**src/rtl/simmem_ram_port_arbiter.sv**
```systemverilog
// Shares the STRUCT and NEXT_ELEM response-bank RAMs between the READ_DATA and
// WRITE_RESP channels. Each (bank, port) pair is arbitrated round-robin on its own.
// Grants are combinational. Read data returns to the issuer one cycle after grant.
module simmem_ram_port_arbiter #(
  parameter int unsigned AddrWidth = 6,
  parameter int unsigned DataWidth = 32
) (
  input  logic                     clk_i,
  input  logic                     rst_ni,
  input  logic [1:0]               req_valid_i,
  output logic [1:0]               req_ready_o,
  input  logic [1:0]               req_bank_i,
  input  logic [1:0]               req_port_i,
  input  logic [2*AddrWidth-1:0]   req_addr_i,
  input  logic [2*DataWidth-1:0]   req_wdata_i,
  output logic [1:0]               rsp_valid_o,
  output logic [2*DataWidth-1:0]   rsp_rdata_o,
  output logic [1:0]               ram_in_req_o,
  output logic [2*AddrWidth-1:0]   ram_in_addr_o,
  output logic [2*DataWidth-1:0]   ram_in_wdata_o,
  output logic [1:0]               ram_out_req_o,
  output logic [2*AddrWidth-1:0]   ram_out_addr_o,
  input  logic [2*DataWidth-1:0]   ram_out_rdata_i
);

  localparam int unsigned NumReq  = 2;
  localparam int unsigned NumBank = 2;
  localparam int unsigned NumPort = 2;

  typedef enum logic {RAM_IN = 1'b0, RAM_OUT = 1'b1} ram_port_e;

  // Indexed [bank][port][requester]; prio bit names the requester that wins a tie.
  logic [NumBank-1:0][NumPort-1:0][NumReq-1:0] arb_gnt;
  logic [NumBank-1:0][NumPort-1:0][NumReq-1:0] gnt;
  logic [NumBank-1:0][NumPort-1:0]             contested;
  logic [NumBank-1:0][NumPort-1:0]             prio_q, prio_d;
  logic [NumReq-1:0]                           rd_gnt, rsp_pend_q;
  logic [NumReq-1:0]                           rd_bank, rsp_bank_q;

  // Per-resource round-robin: sole requester wins, ties go to the priority holder.
  always_comb begin : arbitrate
    logic [NumReq-1:0] want;
    want      = '0;
    arb_gnt   = '0;
    contested = '0;
    for (int b = 0; b < NumBank; b++) begin
      for (int p = 0; p < NumPort; p++) begin
        for (int r = 0; r < NumReq; r++) begin
          want[r] = req_valid_i[r] && (req_bank_i[r] == 1'(b)) && (req_port_i[r] == 1'(p));
        end
        contested[b][p] = &want;
        if (contested[b][p]) begin
          arb_gnt[b][p] = prio_q[b][p] ? 2'b10 : 2'b01;
        end else begin
          arb_gnt[b][p] = want;
        end
      end
    end
  end

  // Same-bank same-address read and write in one cycle: the write wins, the read waits.
  always_comb begin : hazard
    logic [AddrWidth-1:0] wr_addr;
    logic [AddrWidth-1:0] rd_addr;
    gnt     = arb_gnt;
    wr_addr = '0;
    rd_addr = '0;
    for (int b = 0; b < NumBank; b++) begin
      wr_addr = arb_gnt[b][RAM_IN][1]  ? req_addr_i[AddrWidth +: AddrWidth]
                                       : req_addr_i[0 +: AddrWidth];
      rd_addr = arb_gnt[b][RAM_OUT][1] ? req_addr_i[AddrWidth +: AddrWidth]
                                       : req_addr_i[0 +: AddrWidth];
      if ((|arb_gnt[b][RAM_IN]) && (|arb_gnt[b][RAM_OUT]) && (wr_addr == rd_addr)) begin
        gnt[b][RAM_OUT] = '0;
      end
    end
  end

  // Route granted requests to the RAM ports and advance priority on contested grants.
  always_comb begin : route
    req_ready_o    = '0;
    ram_in_req_o   = '0;
    ram_in_addr_o  = '0;
    ram_in_wdata_o = '0;
    ram_out_req_o  = '0;
    ram_out_addr_o = '0;
    rd_gnt         = '0;
    rd_bank        = '0;
    prio_d         = prio_q;
    for (int b = 0; b < NumBank; b++) begin
      for (int p = 0; p < NumPort; p++) begin
        for (int r = 0; r < NumReq; r++) begin
          if (gnt[b][p][r]) begin
            req_ready_o[r] = 1'b1;
            if (1'(p) == RAM_IN) begin
              ram_in_req_o[b]                          = 1'b1;
              ram_in_addr_o[b*AddrWidth +: AddrWidth]  = req_addr_i[r*AddrWidth +: AddrWidth];
              ram_in_wdata_o[b*DataWidth +: DataWidth] = req_wdata_i[r*DataWidth +: DataWidth];
            end else begin
              ram_out_req_o[b]                         = 1'b1;
              ram_out_addr_o[b*AddrWidth +: AddrWidth] = req_addr_i[r*AddrWidth +: AddrWidth];
              rd_gnt[r]                                = 1'b1;
              rd_bank[r]                               = 1'(b);
            end
            if (contested[b][p]) begin
              prio_d[b][p] = ~1'(r);
            end
          end
        end
      end
    end
  end

  // Priority and pending-read state.
  always_ff @(posedge clk_i or negedge rst_ni) begin
    if (!rst_ni) begin
      prio_q     <= '0;
      rsp_pend_q <= '0;
      rsp_bank_q <= '0;
    end else begin
      prio_q     <= prio_d;
      rsp_pend_q <= rd_gnt;
      rsp_bank_q <= rd_bank;
    end
  end

  // Return read data from the bank each requester read last cycle.
  always_comb begin : respond
    rsp_valid_o = rsp_pend_q;
    rsp_rdata_o = '0;
    for (int r = 0; r < NumReq; r++) begin
      if (rsp_pend_q[r]) begin
        rsp_rdata_o[r*DataWidth +: DataWidth] = rsp_bank_q[r] ? ram_out_rdata_i[DataWidth +: DataWidth]
                                                              : ram_out_rdata_i[0 +: DataWidth];
      end
    end
  end

endmodule
```
**config.mk**
```make
export PLATFORM = sky130hd
export DESIGN_NAME = simmem_ram_port_arbiter
export DESIGN_NICKNAME = d
export VERILOG_FILES = /design/src/rtl/simmem_ram_port_arbiter.sv
export SDC_FILE = /design/constraint.sdc
export NUM_CORES = 1
export LEC_CHECK = 0
export CAP_MARGIN = 10
export CORE_AREA = 2 2 119 121
export DETAILED_ROUTE_END_ITERATION = 6
export DIE_AREA = 0 0 121 123
export GPL_TIMING_DRIVEN = 1
export SETUP_SLACK_MARGIN = 0.5
export SLEW_MARGIN = 20
export SYNTH_ARGS = -nofsm -noshare
export SYNTH_HDL_FRONTEND = slang
export SYNTH_SLANG_ARGS = --single-unit
```
**constraint.sdc**
```tcl
create_clock -name clk_i -period 2.3 [get_ports clk_i]
set_input_delay 0.345 -clock clk_i [delete_from_list [all_inputs] [get_ports clk_i]]
set_output_delay 0.345 -clock clk_i [all_outputs]
set_load 0.02 [all_outputs]
```
==> summary.txt <==
Status
  • Status: complete, no violations

Global route
  • Largest net degree at the start of global routing: 34
  • Initial antenna violation count: 0
  • First-pass GRT wire length: 22800 µm
  • GR Util All Layers: 19.38%
  • Number of global-route vias before repair: 4072
  • Grt ovf: 0

Timing
  • Post-route setup TNS: 0 ns
  • Final setup viols: 0
  • Fin crit share: 98.73%
  • Worst slew pin tran: 0.4869 ns
  • WHS: 0.3968 ns
  • Fmax: 440.4 MHz
  • Unrepaired setup endpoints after global routing: yes
  • Max Slew Vio Count: 0
  • Worst Slack Setup Final: 0.02924 ns
  • Final Hold Viols: 0
  • Final Skew: 0.004451 ns
  • Relative slew slack: 67.19%
  • Min Tclk post-route: 2.271 ns

CTS
  • Clk sink count: 8
  • Num CTS Buffers: 3
  • Hold_buf cts: 0
  • Worst skew pair latency: 0.23 ns
  • Clock Pin Slew Worst Setup and Hold Paths: 0.04 ns
  • CTS tree: yes
  • H-tree levels: 1
  • CTS Root Cell: clkbuf_16
  • Clock buffer depth: 2

Power
  • Pleak: 3.868 nW
  • Worst VDD drop: 0.2031 mV
  • PwrDens: 260.7 nW/µm²

Synth
  • Syn Inst Count: 305
  • Synthesized area: 2537 µm²
  • Synthesized area per cell: around 8.3 µm²
  • Netlist cell types: 31
  • Sequential share of the synthesized area: between 7 and 8%
  • Synthesis-stage register bit count: 8
  • Synthesis Warnings: 0
  • Syn nets: 453

Job
  • Max-capacitance violation count: 0

Die
  • Ports: ~310
  • Die Y-Extent: 123 µm
  • # rows: 43
  • CORE AREA: between 10000 and 15000 µm²
  • Die area: 14880 µm²
  • Die width: 121 µm
  • Initial Utilization: roughly a fifth

Cells and area
  • # diodes: 0
  • Fill cells: around 1.2k
  • NumNets Final: 823
  • Area grow syn2layout: 189.3%
  • Most common cell after layout, fill and taps aside: clkdlybuf4s50_1
  • Post-route cell area: about 7300 µm²
  • Layout cell share with drive strength beyond 1: between 30% and 40%
  • Most frequent cells in the layout: clkdlybuf4s50_1, buf_6, a22o_1

Setup path
  • Arr. time, crit path: 1.93 ns
  • R2R cell count: 5
  • WS Path Type: in -> out
  • Critical Path End Type: output port
  • Worst Path Required: 1.96 ns
  • CP max FO: 3
  • Crit path launch type: input pin

Routing
  • Post-Route WL: 16160 µm
  • DR pass1 iterations: 4
  • Avg Vias per Cell: 4.781
  • Post-route DRC: 0
  • DRT antenna net count: 0
  • Initial DRC Count: 88
  • Wire per inst: between 15 and 20 µm
  • Via count: 4078

Placed design
  • Post-DP Area: 6462 µm²
  • HPWL Detailed: 12190 µm
  • DP Worst Slack: -0.7619 ns
  • Port bufs: 307
  • GP Congestion: 0.8235

Hold path
  • Min-delay worst type: in -> async
per-layer routing:
metal  track usage [%]  vias up  part of all wire [%]
met5                 0        -                     0
met4             3.852        0                   1.7
met3             4.013       20                   7.9
met2             37.46      213                    53
met1             21.83     1932                    38
li1                  -     1913                     -
cell type report:
cell class                 instances  area [µm²]  share of cell area [%]
clock buffer                       3       75.07                   1.023
multi-input combinational        267        2571                   35.03
sequential                         8       202.7                   2.762
tap                              180       225.2                   3.069
timing repair buffer             395        4265                   58.11
path summary, 6_finish.rpt:
check / start / to / slack, ns
max in group asynchronous: rst_ni / rsp_bank_q[1]$_DFF_PN0_ / 1.60
worst max register to register: flip-flop / rsp_valid_o[1]$_DFF_PN0_ / 0.80
worst min register to register: flip-flop / flip-flop / 0.50
min in group clk_i: flip-flop / flip-flop / 0.50
worst max-delay path: req_bank_i[0] / req_ready_o[0] / 0.03
worst min-delay path: rst_ni / rsp_valid_o[1]$_DFF_PN0_ / 0.40
stage by stage:
step	utilization, %	total power [mW]	instances
after floorplan	-	0.7467	305
after global placement	47.48	1.497	811
after detailed placement	47.48	1.513	811
after CTS	51.78	1.898	835
after global routing	53.92	2.007	853
final	53.92	1.914	853
critical path, stage by stage:
cell and delay (ns):
buf_8 0.09, or3b_4 0.43, a211oi_4 0.28, buf_4 0.16, a21oi_4 0.05, or4_4 0.41
buf_6 0.15
power breakdown:
group / internal, mW / switching, mW / leakage (nW)
logic: 0.769 / 0.609 / 3.73
clock network: 0.224 / 0.0714 / 0.0370
registers: 0.179 / 0.0605 / 0.0987
cell families (layout without fill, tap and decap cells):
group	Yosys count	after routing	synth area share (%)
multiplexers	64	64	25.25
buffers and inverters	30	398	4.980
flip-flops	8	8	7.889
XOR/XNOR	10	10	3.452
AND/OR/NAND/NOR	93	93	24.01
AO/OA/AOI/OAI	100	100	34.42
synthesized netlist by cell type:
cell,number,share of area (%)
and3_2,1,0.30
a211oi_2,1,0.49
a21o_1,2,0.59
nor4_2,1,0.49
mux2i_1,64,25
xnor2_1,2,0.69
nand2_1,3,0.44
xor2_1,8,2.8
nand4b_1,1,0.35
nand3b_1,3,0.89
and3b_2,1,0.39
a21oi_2,4,1.4
nand2b_1,1,0.25
or2_1,4,0.99
a21oi_1,2,0.39
a22o_1,88,30
buf_1,8,1.2
buf_2,5,0.99
buf_6,1,0.44
nor4_4,1,0.84
nor2_2,1,0.25
o21ai_0,2,0.39
nor2_1,6,0.89
a211oi_4,1,0.79
nand3_1,1,0.20
nor2b_1,64,16
dfrtp_1,8,7.9
nor3b_2,1,0.49
or4_1,2,0.59
or3b_4,2,0.89
clkbuf_1,16,2.4
what timing repair did:
item                       in CTS  in global routing
cloned                          6                  0
setup endpoints to repair     161                159
buffers inserted               15                 18
pin swaps                      59                 24
resized for setup             526                129
Power figures use the tool's default switching activity.
